$ cat config.mk
export PLATFORM = sky130hd
export DESIGN_NAME = icache_sram_arbiter_flat
export DESIGN_NICKNAME = d
export VERILOG_FILES = /design/src/rtl/icache_sram_arbiter_if.sv /design/src/rtl/icache_sram_arbiter.sv /design/src/flat_wrapper.sv
export SDC_FILE = /design/constraint.sdc
export NUM_CORES = 1
export LEC_CHECK = 0
export ABC_AREA = 1
export CORE_UTILIZATION = 36
export CTS_BUF_LIST = sky130_fd_sc_hd__clkbuf_8
export CTS_CLUSTER_SIZE = 16
export DETAILED_ROUTE_END_ITERATION = 10
export PLACE_DENSITY_LB_ADDON = 0.15
export SKIP_LAST_GASP = 1
export SYNTH_ARGS = -nofsm -noshare
export SYNTH_HDL_FRONTEND = slang
export SYNTH_SLANG_ARGS = --single-unit
$ cat constraint.sdc
create_clock -name clk_i -period 1.3 [get_ports clk_i]
set_input_delay 0.13 -clock clk_i [delete_from_list [all_inputs] [get_ports clk_i]]
set_output_delay 0.13 -clock clk_i [all_outputs]
set_load 0.01 [all_outputs]
$ cat src/rtl/icache_sram_arbiter_if.sv
// ---------------------------------------------------------------------------
// icache_sram_arbiter_if
// Requester-side bundle for the instruction-cache SRAM arbiter.
//   fetch : f_req_valid_i/f_req_ready_o/f_addr_i request channel,
//           f_flush_i discard strobe,
//           f_rsp_valid_o/f_rsp_ready_i/f_rdata_o response channel.
//   loader: l_req_valid_i/l_req_ready_o/l_we_i/l_addr_i/l_wdata_i/l_wmask_i
//           request channel, l_rsp_valid_o/l_rdata_o read-data pulse.
// The _i/_o suffixes are from the arbiter's point of view; the arbiter
// connects through the slave modport, the requesters (or a bench) through
// the master modport.
// ---------------------------------------------------------------------------
interface icache_sram_arbiter_if #(
  parameter int ADDR_WIDTH = 13,
  parameter int DATA_WIDTH = 32,
  parameter int NUM_WMASKS = 4
);
  // fetch unit
  logic                  f_req_valid_i;
  logic                  f_req_ready_o;
  logic [ADDR_WIDTH-1:0] f_addr_i;
  logic                  f_flush_i;
  logic                  f_rsp_valid_o;
  logic                  f_rsp_ready_i;
  logic [DATA_WIDTH-1:0] f_rdata_o;

  // program loader / debug port
  logic                  l_req_valid_i;
  logic                  l_req_ready_o;
  logic                  l_we_i;
  logic [ADDR_WIDTH-1:0] l_addr_i;
  logic [DATA_WIDTH-1:0] l_wdata_i;
  logic [NUM_WMASKS-1:0] l_wmask_i;
  logic                  l_rsp_valid_o;
  logic [DATA_WIDTH-1:0] l_rdata_o;

  modport slave (
    input  f_req_valid_i, f_addr_i, f_flush_i, f_rsp_ready_i,
    input  l_req_valid_i, l_we_i, l_addr_i, l_wdata_i, l_wmask_i,
    output f_req_ready_o, f_rsp_valid_o, f_rdata_o,
    output l_req_ready_o, l_rsp_valid_o, l_rdata_o
  );

  modport master (
    output f_req_valid_i, f_addr_i, f_flush_i, f_rsp_ready_i,
    output l_req_valid_i, l_we_i, l_addr_i, l_wdata_i, l_wmask_i,
    input  f_req_ready_o, f_rsp_valid_o, f_rdata_o,
    input  l_req_ready_o, l_rsp_valid_o, l_rdata_o
  );
endinterface

$ cat src/rtl/icache_sram_arbiter.sv
// ---------------------------------------------------------------------------
// icache_sram_arbiter
// Shares one single-port I-cache SRAM between the fetch unit (read-only,
// back-pressurable response) and the loader/debug port (read/write, response
// is a one-cycle pulse). Round-robin grant, combinational same-cycle SRAM
// drive, 2-entry fetch response FIFO behind the SRAM's 1-cycle read latency,
// and a fetch flush that drops buffered and in-flight fetch data.
// Ports:
//   clk_i, rst_ni            clock, async active-low reset
//   bus (slave modport)      fetch + loader request/response channels
//   sram_csb_o, sram_web_o   SRAM chip select / write enable (active-low)
//   sram_addr_o/wdata_o/wmask_o  SRAM address, write data, byte mask
//   sram_rdata_i             SRAM read data, valid the cycle after a read
// ---------------------------------------------------------------------------
module icache_sram_arbiter #(
  parameter int ADDR_WIDTH = 13,
  parameter int DATA_WIDTH = 32,
  parameter int NUM_WMASKS = 4
) (
  input  logic                  clk_i,
  input  logic                  rst_ni,
  icache_sram_arbiter_if.slave  bus,
  output logic                  sram_csb_o,
  output logic                  sram_web_o,
  output logic [ADDR_WIDTH-1:0] sram_addr_o,
  output logic [DATA_WIDTH-1:0] sram_wdata_o,
  output logic [NUM_WMASKS-1:0] sram_wmask_o,
  input  logic [DATA_WIDTH-1:0] sram_rdata_i
);

  typedef enum logic {GNT_FETCH = 1'b0, GNT_LOADER = 1'b1} gnt_e;

  // state
  gnt_e                       last_gnt_q, last_gnt_d;
  logic                       f_inflight_q, f_inflight_d; // fetch read issued last cycle
  logic                       l_inflight_q, l_inflight_d; // loader read issued last cycle
  logic [1:0][DATA_WIDTH-1:0] fifo_q, fifo_d;
  logic                       rd_ptr_q, rd_ptr_d;
  logic                       wr_ptr_q, wr_ptr_d;
  logic [1:0]                 count_q, count_d;

  // combinational
  logic [1:0] credits;
  logic       f_rsp_valid;
  logic       f_pop;
  logic       f_push;
  logic       fetch_ok;
  logic       f_elig;
  logic       l_elig;
  logic       grant_f;
  logic       grant_l;

  // -------------------------------------------------------------------------
  // Eligibility and round-robin grant
  // -------------------------------------------------------------------------
  always_comb begin
    // Response is hidden during a flush so nothing stale is handed over in
    // the flush cycle itself.
    f_rsp_valid = (count_q != 2'd0) && !bus.f_flush_i;
    f_pop       = f_rsp_valid && bus.f_rsp_ready_i;
    // Data returning in a flush cycle belongs to a pre-flush request.
    f_push      = f_inflight_q && !bus.f_flush_i;
    // Every fetch in flight owns a FIFO slot, so the FIFO can never overflow.
    credits     = count_q + {1'b0, f_inflight_q};
    // A same-cycle pop frees a slot for the new request.
    fetch_ok    = !bus.f_flush_i && ((credits < 2'd2) || f_pop);
    f_elig      = rst_ni && bus.f_req_valid_i && fetch_ok;
    l_elig      = rst_ni && bus.l_req_valid_i;
    grant_f     = f_elig && (!l_elig || (last_gnt_q == GNT_LOADER));
    grant_l     = l_elig && (!f_elig || (last_gnt_q == GNT_FETCH));
  end

  // -------------------------------------------------------------------------
  // SRAM pins follow the winner in the same cycle; idle values otherwise.
  // -------------------------------------------------------------------------
  always_comb begin
    sram_csb_o   = 1'b1;
    sram_web_o   = 1'b1;
    sram_addr_o  = '0;
    sram_wdata_o = '0;
    sram_wmask_o = '0;
    if (grant_f) begin
      sram_csb_o  = 1'b0;
      sram_addr_o = bus.f_addr_i;
    end else if (grant_l) begin
      sram_csb_o   = 1'b0;
      sram_web_o   = !bus.l_we_i;
      sram_addr_o  = bus.l_addr_i;
      sram_wdata_o = bus.l_wdata_i;
      sram_wmask_o = bus.l_wmask_i;
    end
  end

  // -------------------------------------------------------------------------
  // Next state
  // -------------------------------------------------------------------------
  always_comb begin
    last_gnt_d   = last_gnt_q;
    f_inflight_d = grant_f;
    l_inflight_d = grant_l && !bus.l_we_i;
    fifo_d       = fifo_q;
    rd_ptr_d     = rd_ptr_q;
    wr_ptr_d     = wr_ptr_q;
    count_d      = count_q;

    if (grant_f) begin
      last_gnt_d = GNT_FETCH;
    end else if (grant_l) begin
      last_gnt_d = GNT_LOADER;
    end

    if (bus.f_flush_i) begin
      rd_ptr_d = 1'b0;
      wr_ptr_d = 1'b0;
      count_d  = 2'd0;
    end else begin
      if (f_push) begin
        fifo_d[wr_ptr_q] = sram_rdata_i;
        wr_ptr_d         = ~wr_ptr_q;
      end
      if (f_pop) begin
        rd_ptr_d = ~rd_ptr_q;
      end
      count_d = count_q + {1'b0, f_push} - {1'b0, f_pop};
    end
  end

  always_ff @(posedge clk_i or negedge rst_ni) begin
    if (!rst_ni) begin
      last_gnt_q   <= GNT_LOADER; // fetch wins the first tie
      f_inflight_q <= 1'b0;
      l_inflight_q <= 1'b0;
      fifo_q       <= '0;
      rd_ptr_q     <= 1'b0;
      wr_ptr_q     <= 1'b0;
      count_q      <= 2'd0;
    end else begin
      last_gnt_q   <= last_gnt_d;
      f_inflight_q <= f_inflight_d;
      l_inflight_q <= l_inflight_d;
      fifo_q       <= fifo_d;
      rd_ptr_q     <= rd_ptr_d;
      wr_ptr_q     <= wr_ptr_d;
      count_q      <= count_d;
    end
  end

  // -------------------------------------------------------------------------
  // Outputs
  // -------------------------------------------------------------------------
  assign bus.f_req_ready_o = grant_f;
  assign bus.l_req_ready_o = grant_l;
  assign bus.f_rsp_valid_o = f_rsp_valid;
  assign bus.f_rdata_o     = fifo_q[rd_ptr_q];
  // Loader read data is forwarded straight from the SRAM, no buffering.
  assign bus.l_rsp_valid_o = l_inflight_q;
  assign bus.l_rdata_o     = sram_rdata_i;

  // -------------------------------------------------------------------------
  // Invariants
  // -------------------------------------------------------------------------
  a_no_overflow : assert property (@(posedge clk_i) disable iff (!rst_ni)
    !(f_push && !f_pop && (count_q == 2'd2)));
  a_credit_bound : assert property (@(posedge clk_i) disable iff (!rst_ni)
    credits <= 2'd2);
  a_one_grant : assert property (@(posedge clk_i) disable iff (!rst_ni)
    !(grant_f && grant_l));

endmodule

$ cat src/flat_wrapper.sv
// flat-port wrapper written by rule: the top's interface ports become plain ports
module icache_sram_arbiter_flat 
#(
  parameter int ADDR_WIDTH = 13,
  parameter int DATA_WIDTH = 32,
  parameter int NUM_WMASKS = 4
)
  (clk_i, rst_ni, sram_csb_o, sram_web_o, sram_addr_o, sram_wdata_o, sram_wmask_o, sram_rdata_i, bus_f_req_valid_i, bus_f_addr_i, bus_f_flush_i, bus_f_rsp_ready_i, bus_l_req_valid_i, bus_l_we_i, bus_l_addr_i, bus_l_wdata_i, bus_l_wmask_i, bus_f_req_ready_o, bus_f_rsp_valid_o, bus_f_rdata_o, bus_l_req_ready_o, bus_l_rsp_valid_o, bus_l_rdata_o);
  icache_sram_arbiter_if #(.ADDR_WIDTH(ADDR_WIDTH), .DATA_WIDTH(DATA_WIDTH), .NUM_WMASKS(NUM_WMASKS)) bus_i ();
  input  logic clk_i;
  input  logic rst_ni;
  output logic sram_csb_o;
  output logic sram_web_o;
  output logic [ADDR_WIDTH-1:0] sram_addr_o;
  output logic [DATA_WIDTH-1:0] sram_wdata_o;
  output logic [NUM_WMASKS-1:0] sram_wmask_o;
  input  logic [DATA_WIDTH-1:0] sram_rdata_i;
  input wire logic [$bits(bus_i.f_req_valid_i)-1:0] bus_f_req_valid_i;
  input wire logic [$bits(bus_i.f_addr_i)-1:0] bus_f_addr_i;
  input wire logic [$bits(bus_i.f_flush_i)-1:0] bus_f_flush_i;
  input wire logic [$bits(bus_i.f_rsp_ready_i)-1:0] bus_f_rsp_ready_i;
  input wire logic [$bits(bus_i.l_req_valid_i)-1:0] bus_l_req_valid_i;
  input wire logic [$bits(bus_i.l_we_i)-1:0] bus_l_we_i;
  input wire logic [$bits(bus_i.l_addr_i)-1:0] bus_l_addr_i;
  input wire logic [$bits(bus_i.l_wdata_i)-1:0] bus_l_wdata_i;
  input wire logic [$bits(bus_i.l_wmask_i)-1:0] bus_l_wmask_i;
  output wire logic [$bits(bus_i.f_req_ready_o)-1:0] bus_f_req_ready_o;
  output wire logic [$bits(bus_i.f_rsp_valid_o)-1:0] bus_f_rsp_valid_o;
  output wire logic [$bits(bus_i.f_rdata_o)-1:0] bus_f_rdata_o;
  output wire logic [$bits(bus_i.l_req_ready_o)-1:0] bus_l_req_ready_o;
  output wire logic [$bits(bus_i.l_rsp_valid_o)-1:0] bus_l_rsp_valid_o;
  output wire logic [$bits(bus_i.l_rdata_o)-1:0] bus_l_rdata_o;
  assign bus_i.f_req_valid_i = bus_f_req_valid_i;
  assign bus_i.f_addr_i = bus_f_addr_i;
  assign bus_i.f_flush_i = bus_f_flush_i;
  assign bus_i.f_rsp_ready_i = bus_f_rsp_ready_i;
  assign bus_i.l_req_valid_i = bus_l_req_valid_i;
  assign bus_i.l_we_i = bus_l_we_i;
  assign bus_i.l_addr_i = bus_l_addr_i;
  assign bus_i.l_wdata_i = bus_l_wdata_i;
  assign bus_i.l_wmask_i = bus_l_wmask_i;
  assign bus_f_req_ready_o = bus_i.f_req_ready_o;
  assign bus_f_rsp_valid_o = bus_i.f_rsp_valid_o;
  assign bus_f_rdata_o = bus_i.f_rdata_o;
  assign bus_l_req_ready_o = bus_i.l_req_ready_o;
  assign bus_l_rsp_valid_o = bus_i.l_rsp_valid_o;
  assign bus_l_rdata_o = bus_i.l_rdata_o;
  icache_sram_arbiter #(.ADDR_WIDTH(ADDR_WIDTH), .DATA_WIDTH(DATA_WIDTH), .NUM_WMASKS(NUM_WMASKS)) u_core (.clk_i(clk_i), .rst_ni(rst_ni), .bus(bus_i), .sram_csb_o(sram_csb_o), .sram_web_o(sram_web_o), .sram_addr_o(sram_addr_o), .sram_wdata_o(sram_wdata_o), .sram_wmask_o(sram_wmask_o), .sram_rdata_i(sram_rdata_i));
endmodule
# [Word level (Yosys, flattened, before mapping)]
# Cells that the tools add are included.
[classes] add_sub_neg=3 order_cmp=4 muxes=22 bitwise_logic=4 n_reduce_logical=23
[ops] op="two-way mux 32 bit" n=5
[ops] op="bitwise mux 64 bit" n=1
[ops] op="demux 32 bit (select 1 bit)" n=1
[ops] op="two-way mux 13 bit" n=2
[ops] op="logical AND 1 bit" n=11
[ops] op="two-way mux 1 bit" n=10
[ops] op="two-way mux 4 bit" n=2
[ops] op="nonzero test 2 bit" n=4
[ops] op="adder 2 x 1 -> 2 bit" n=2
[ops] op="zero test 1 bit" n=4
[ops] op="< comparator 1 x 2 -> 1 bit, second input constant" n=2
[ops] op="inverter 1 bit" n=4
[ops] op="logical OR 1 bit" n=3
[ops] op="< comparator 2 bit, second input constant" n=1
[ops] op="two-way mux 2 bit" n=1
[ops] op="AND reduction 2 bit" n=1
[ops] op="subtractor 2 x 1 -> 2 bit" n=1
[ops] op=">= comparator 1 bit, second input constant" n=1
[word_totals] register_bits=71 wordCells=64

# [Logic depth before layout (Yosys ltp)]
# Gate-level depths: netlist of run 1.
[depth] ltp_word=11 ltp_mapped=9 ltp_nobuf=9

# [Least setup slack after synthesis of run 1]
# No wires, ideal clock.
[synth_timing] kind="reg2reg" start="register u_core.count_q[1]" end="register u_core.count_q[1]" setup_time_ns=0.124 t_arrival_ns=1.311 slack_ns=-0.135 path_stages_with_launch=10 n_path_buf=0 path_cell_list="dfrtp_1 -> inv_1 -> nand2_1 -> nand3_2 -> inv_1 -> ha_1 -> inv_1 -> ha_1 -> o21ai_0 -> a21oi_1"
[synth_between] elab_chain_len=5 elab_cells_between_ends=6 cone_classes="add/sub (2); mux (1); reduce/logical (3)"
[synth_lines] element="from (decl)" line="icache_sram_arbiter.sv:40" text="logic [1:0] count_q, count_d;"
[synth_lines] element="from (signal assigned)" line="icache_sram_arbiter.sv:144" text="count_q <= count_d;"
[synth_lines] element="parallel branches: the longest is 3 deep, another holds adder 2 x 1 -> 2 bit"
[synth_lines] element="subtractor 2 x 1 -> 2 bit *" line="icache_sram_arbiter.sv:124" text="count_d = count_q + {1'b0, f_push} - {1'b0, f_pop};"
[synth_lines] element="two-way mux 2 bit *" line="icache_sram_arbiter.sv:112" text="if (bus.f_flush_i) begin"
[synth_lines] element="net u_core.count_d[1]" line="icache_sram_arbiter.sv:40"
# Mark *: on every way through the listed nets, which the timed path passes.
# A chain may end at the register's enable or synchronous reset.

# [Final worst setup path of run 1]
[layout_timing] start="register u_core.count_q[1]" end="output port sram_wdata_o[3]"
[layout_between] elab_chain_len=11 elab_cells_between_ends=14 cone_classes="add/sub (1); order compare (1); mux (2); reduce/logical (10)"
[layout_lines] element="parallel branches: the longest is 3 deep, another holds adder 2 x 1 -> 2 bit"
[layout_lines] element="logical OR 1 bit *" line="icache_sram_arbiter.sv:66" text="fetch_ok = !bus.f_flush_i && ((credits < 2'd2) || f_pop);"
[layout_lines] element="logical AND 1 bit *" line="icache_sram_arbiter.sv:66"
[layout_lines] element="logical AND 1 bit *" line="icache_sram_arbiter.sv:67" text="f_elig = rst_ni && bus.f_req_valid_i && fetch_ok;"
[layout_lines] element="zero test 1 bit" line="icache_sram_arbiter.sv:70" text="grant_l = l_elig && (!f_elig || (last_gnt_q == GNT_FETCH));"
[layout_lines] element="logical OR 1 bit" line="icache_sram_arbiter.sv:70"
[layout_lines] element="logical AND 1 bit" line="icache_sram_arbiter.sv:70"
[layout_lines] element="two-way mux 32 bit" line="icache_sram_arbiter.sv:85" text="end else if (grant_l) begin"
[layout_lines] element="two-way mux 32 bit *" line="icache_sram_arbiter.sv:82" text="if (grant_f) begin"
[layout_lines] element="to (decl)" line="flat_wrapper.sv:15" text="output logic [DATA_WIDTH-1:0] sram_wdata_o;"
# Every way passes the cells marked *.

==> results.ini, run 1 <==
[clocking]
cts_buffers = 9
insertion_delay_ns = 0.35
cts-root-buf = clkbuf_8
cts_hold_buf = 0
clock-sinks = 71
cts_tree = done
cts_max_level = 3
cts_buffer_depth = 2
path_clk_slew_ns = 0.07

[detailed_routing]
ant_nets = 0
drc = 0
first_pass_iters = 4
wire_per_inst_um = 15.7
vias = 4013
vias_per_cell = 4.71
drt-total-wl_um = 13400
drt_iter0_markers = 133

[critical_path]
reg2reg_slack_ns = -0.36
worstPathMaxFanout = 6
worst_ep_arrival_time_ns = 1.82
reg2reg_to = u_core.count_q[1]$_DFF_PN0_
critPathLaunchType = flip-flop
cp.required_ns = 1.17
reg2reg_from = u_core.count_q[1]$_DFF_PN0_
rr_worst_depth = 11
cp-end-kind = primary output
crit_type = reg2out

[grt]
grt_pass1_wl_um = 20300
grt-ovfl-total = 0
grt_pass1_vias = 4095
grt_start_max_net_pins = 72
track_usage_pct = 23.1
antenna_found_initial = 0

[sta]
worst_slack_ns = -0.648
worst_slew_pin_slew_ns = 0.893
drv_slew = 0
setup_tns_ns = -42.48
rsz0062_at_grt = yes
setup_viol_count_final = 90
fin_skew_ns = 0.0114
finalCritPeriodShare_pct = 150
fmax_mhz = 513
hold_violations = 0
relSlewSlack_pct = 40.5
layout_min_cycle_time_ns = 1.95

[die]
io_pins = 220
dieHeight_um = 106
rows = 37
die_w_um = 106
die_area_um2 = 11200
core_um2 = 10400
initial_utilization_pct = 37.4

[logic_synthesis]
ys_seq_area_share_pct = 45.6
synth-seq-cells = 71
syn_avg_cell_area_um2 = 8.21
netlist_area_um2 = 3900
yosysUniqueCellTypes = 23
synth_top_area_cell = dfrtp_1
synth_top_area_share_pct = 44.9
synth_area_leaders = dfrtp_1 (45%), mux2_2 (9.2%), o21ai_0 (8.5%)
synth_fp_nets = 578
yosys_warnings = 0
synthCells = 475

[finish]
area_delta_synth_final_pct = 87.4
final_layout_size_suffix_gt1_share_pct = 37.4
antenna_cells = 0
fin_util_pct = 70.1
final_nets = 814

[run_status]
status = finished, violations left
violations = setup timing

[job]
max-cap-violations = 0

[pwr]
powerDensity_nw_per_um2 = 1060
vdd_drop_max_mv = 0.712
total_leakage_power_nw = 3.77

[placement]
gp_congestion = 0.724
numPortBuffers = 219
dp_slack_ns = -0.811
post-dp-hpwl_um = 8420

[hold_path]
hold_class = in2async

layer usage:
metal / up-vias / track usage [%] / routed length [µm]
li1: 1930 / - / -
met3: 27 / 5.21 / 652
met4: 0 / 7.84 / 273
met2: 136 / 41.5 / 7170
met1: 1920 / 26.8 / 5290
met5: - / 0 / 0
synthesized netlist by cell type:
master	number
nand2_1	87
buf_6	3
clkbuf_1	14
buf_2	9
dfstp_2	1
nand4_1	13
dfrtp_1	70
nor2_2	10
inv_2	1
or2_0	1
buf_1	1
o21ai_0	66
mux2_2	32
a21oi_1	2
nand3_1	16
nor2_1	31
nand3_2	2
xor2_1	1
o21a_1	1
inv_1	78
nand2_2	2
ha_1	2
buf_4	32
per-stage QoR:
step / cell area, µm² / instances / power (mW) / hold WS, ns
global route: 7300 / 852 / 8.18 / 0.101
floorplan: 3950 / 475 / 3.91 / -0.166
detailed placement: 6260 / 804 / 5.28 / 0.452
CTS: 6910 / 848 / 7.67 / 0.0584
global placement: 6260 / 804 / 5.21 / 0.428
finish: 7300 / 852 / 7.73 / 0.0335
registers in the layout (all words and copies together) (netlist names):
name,cells
u_core.rd_ptr_q,1
u_core.f_inflight_q,1
u_core.fifo_q,64
u_core.last_gnt_q,1
u_core.bus.l_rsp_valid_o,1
u_core.count_q,2
u_core.wr_ptr_q,1
report_power, final:
part,switching (mW),internal (mW),total (mW)
Combinational,1.17,1.73,2.90
Clock,0.871,1.14,2.01
Sequential,0.211,2.61,2.82
Total,2.26,5.48,7.73
cells in the final DEF (no fill, tap or decap), types with 5 or more instances in the layout:
master             n
buf_12            10
buf_16             7
buf_2             30
buf_4             28
buf_6             63
buf_8              7
clkbuf_8          10
clkdlybuf4s50_1  110
dfrtp_1           69
dlygate4sd2_1      7
dlymetal6s2s_1    16
inv_1             73
inv_2              5
mux2_2            23
mux2_4             9
nand2_1           81
nand2_2            6
nand3_2           12
nand4_1           13
nor2_1             7
nor2_2            14
nor2_4            20
o21ai_0           65
worst max-delay path, cell delays in order (launching register included):
cell and delay, ns:
dfrtp_1 0.42, inv_2 0.10, nand3_2 0.07, nand2_2 0.08
nand2_4 0.06, nand3_4 0.11, nand2_8 0.11, bufbuf_16 0.29
nor2_1 0.09, buf_2 0.15
cell type report:
type	instances	area, µm²
repair buffers	284	3030
flip-flops and latches	71	1780
well taps	136	170
fillers	816	3110
clock inverters	6	91.3
clock buffers	10	138
multi-input cells	266	1790
inverters	79	302
cell families (layout without fill, tap and decap cells):
family	count (synthesis)	after routing	synth area share, %
DFF	71	71	45.6
AOI/OAI and AO/OA	69	69	8.92
adders and majority gates	2	2	0.642
and+or+nand+nor	162	162	18.1
buffers and inverters	138	379	17.2
xor gates and xnor gates	1	1	0.225
muxes	32	32	9.25
how the worst max path moves through the flow:
stage                             startpoint                to  slack [ns]  cells after the start
6_report         u_core.count_q[1]$_DFF_PN0_   sram_wdata_o[3]       -0.65                      9
3_5_place_dp               bus_f_req_valid_i        sram_web_o       -0.81                      9
2_1_floorplan  u_core.last_gnt_q$_DFFE_PN1P_  sram_wdata_o[14]       -0.08                      7
3_3_place_gp               bus_f_req_valid_i        sram_web_o       -0.75                      9
5_1_grt          u_core.count_q[1]$_DFF_PN0_   sram_wdata_o[3]       -0.75                      9
4_1_cts          u_core.count_q[1]$_DFF_PN0_   sram_wdata_o[5]       -0.64                      9
what timing repair did:
action,in CTS,in global routing
gates cloned,10,2
gates resized for setup,412,116
buffers inserted,18,7
pin swaps,10,14
setup endpoints to repair,96,170
No activity file was read; power rests on OpenSTA's default activity.
==> run 2: changes to the inputs <==
--- a/config.mk
+++ b/config.mk
@@ -10,7 +10,7 @@
 export CTS_BUF_LIST = sky130_fd_sc_hd__clkbuf_8
 export CTS_CLUSTER_SIZE = 16
 export DETAILED_ROUTE_END_ITERATION = 10
-export PLACE_DENSITY_LB_ADDON = 0.15
+export PLACE_DENSITY = 0.82
 export SKIP_LAST_GASP = 1
 export SYNTH_ARGS = -nofsm -noshare
 export SYNTH_HDL_FRONTEND = slang
==> constraint.sdc (replaced) <==
create_clock -name clk_i -period 1.3 [get_ports clk_i]
set_input_delay 0.13 -clock clk_i [delete_from_list [all_inputs] [get_ports clk_i]]
set_output_delay 0.13 -clock clk_i [all_outputs]
set_load 0.1 [all_outputs]
==> run 2 against run 1 <==
Against the previous run:
- the flow still finishes with violations (setup timing)
- non-clock buffer count shrank 25
- sequential cell count unchanged
- largest cell class unchanged
- die area unchanged
- worst setup slack worse by 0.0024 ns
- via count grew 0.77%
- global-route usage is 2.4 points higher
- largest power group unchanged
- critical path depth unchanged
- worst hold slack improved by 0.031 ns
- sequential share of layout area fell by 3.0 points
- highest routed layer unchanged
- first-iteration DRC count rose by 19%
- final cell count fell by 2.9%
- maximum frequency decreased by 0.12%
==> results.ini, run 2 (synthesis gave the netlist of run 1 again) <==
[critical_path]
reg2reg_to = u_core.count_q[1]$_DFF_PN0_
worstPathMaxFanout = 12
worst_ep_arrival_time_ns = 1.82
cp-end-kind = primary output
cp.required_ns = 1.17
crit_type = reg2out
critPathLaunchType = flip-flop
reg2reg_from = u_core.count_q[1]$_DFF_PN0_
rr_worst_depth = 12
reg2reg_slack_ns = -0.42

[placement]
gp_congestion = 0.727
dp_slack_ns = -0.531
numPortBuffers = 219
place_area_um2 = 7800
post-dp-hpwl_um = 10500
dp_cells = 800

[finish]
largest_reg_flops = 64
layout_commonest_cell = buf_12
final_cell_mix = buf_12 (124), clkdlybuf4s50_1 (98), inv_1 (73)
design_area_um2 = 8340
antenna_cells = 0
final_nets = 789
fin_cells = 827
final_layout_size_suffix_gt1_share_pct = 41.0
fin_util_pct = 80.0
reg_top3 = u_core.fifo_q (64), u_core.count_q (2)
area_delta_synth_final_pct = 114
regMostFlops = u_core.fifo_q

[die]
core_um2 = 10400
rows = 37
io_pins = 220
die_w_um = 106
dieHeight_um = 106
initial_utilization_pct = 37.4
die_area_um2 = 11200

[detailed_routing]
wire_per_inst_um = 17.3
first_pass_iters = 4
vias_per_cell = 4.89
drc = 0
ant_nets = 0
drt-total-wl_um = 14300
drt_iter0_markers = 158
vias = 4044

[sta]
relSlewSlack_pct = 45.5
rsz0062_at_grt = yes
setup_viol_count_final = 91
fin_skew_ns = 0.0141
worst_slack_ns = -0.651
worst_slew_pin_slew_ns = 0.818
hold_violations = 0
finalCritPeriodShare_pct = 150
fin_hold_ws_ns = 0.0642
layout_min_cycle_time_ns = 1.95
fmax_mhz = 513
drv_slew = 0

[pwr]
switching_share_pct = 45.5
p_int_mw = 6.35
p_comb_share_pct = 58.9
seq_power_share_pct = 24.6
net-switching-power_mw = 5.29
vdd_drop_max_mv = 0.998
powerDensity_nw_per_um2 = 1400
p_clk_share_pct = 16.5
total_leakage_power_nw = 3.86

[clocking]
clock-sinks = 71
cts-root-buf = clkbuf_8
path_clk_slew_ns = 0.08
insertion_delay_ns = 0.33
cts_buffer_depth = 2
cts_buffers = 9
cts_max_level = 3
cts_tree = done

[hold_path]
hold_class = in2async

[grt]
track_usage_pct = 25.4
grt_pass1_vias = 4370
grt_pass1_wl_um = 22200
antenna_found_initial = 0
grt-ovfl-total = 0
grt_start_max_net_pins = 67

[run_status]
status = finished, violations left
violations = setup timing

[job]
max-cap-violations = 0

-- run 2: timing repair --
| action | CTS | global route |
|---|---|---|
| pin swaps | 3 | 6 |
| hold buffers | 1 | 0 |
| setup buffers | 6 | 7 |
| setup endpoints to repair | 121 | 127 |
| hold endpoints to repair | 5 | 0 |
| gates cloned | 4 | 0 |
| gates resized for setup | 36 | 19 |
-- run 2: metrics by stage --
stage | setup TNS, ns | total power [mW]
2_1_floorplan | -25.03 | 7.10
3_3_place_gp | -43.74 | 9.44
3_5_place_dp | -49.62 | 9.60
4_1_cts | -46.62 | 11.7
5_1_grt | -50.72 | 12.0
6_report | -45.26 | 11.6
-- run 2: critical path, cell delays in order, from the launching register on --
cell and delay (ns):
dfrtp_1 0.42, inv_2 0.10, nand3_1 0.07, nand2_1 0.08
nand2_2 0.08, nand3_4 0.13, nand2_8 0.11, buf_12 0.19
nor2_4 0.13, buf_12 0.18
-- run 2: layout make-up --
cell class / instances / area, µm²
clock inverters: 6 / 85.1
multi-input cells: 266 / 2030
fillers: 591 / 2080
clock buffers: 10 / 138
well taps: 136 / 170
repair buffers: 259 / 3820
inverters: 79 / 307
flip-flops and latches: 71 / 1780
-- run 2: metal layers --
metal	global-route usage (%)	wire (µm)	vias up
met5	0	0	-
met3	4.66	689	29
met1	26.7	5000	2003
met2	50.1	8250	144
met4	8.63	347	0
li1	-	-	1868
-- run 2: worst max path at each step --
stage                                              from          endpoint  depth (start not counted)
after detailed placement                  bus_f_flush_i  sram_wdata_o[24]                          7
final                       u_core.count_q[1]$_DFF_PN0_   sram_wdata_o[5]                          9
after global placement                bus_l_req_valid_i  sram_wdata_o[21]                          8
after CTS                   u_core.count_q[1]$_DFF_PN0_   sram_wdata_o[0]                          9
after global routing        u_core.count_q[1]$_DFF_PN0_        sram_web_o                          9
after floorplan           u_core.last_gnt_q$_DFFE_PN1P_        sram_web_o                          7
-- run 2: power by group through the flow --
stage	clock [mW]	combinational, mW	sequential, mW
floorplan	0	4.29	2.81
global placement	0	6.60	2.83
detailed placement	0	6.72	2.88
CTS	1.96	6.90	2.85
global route	2.06	7.08	2.90
finish	1.92	6.86	2.87
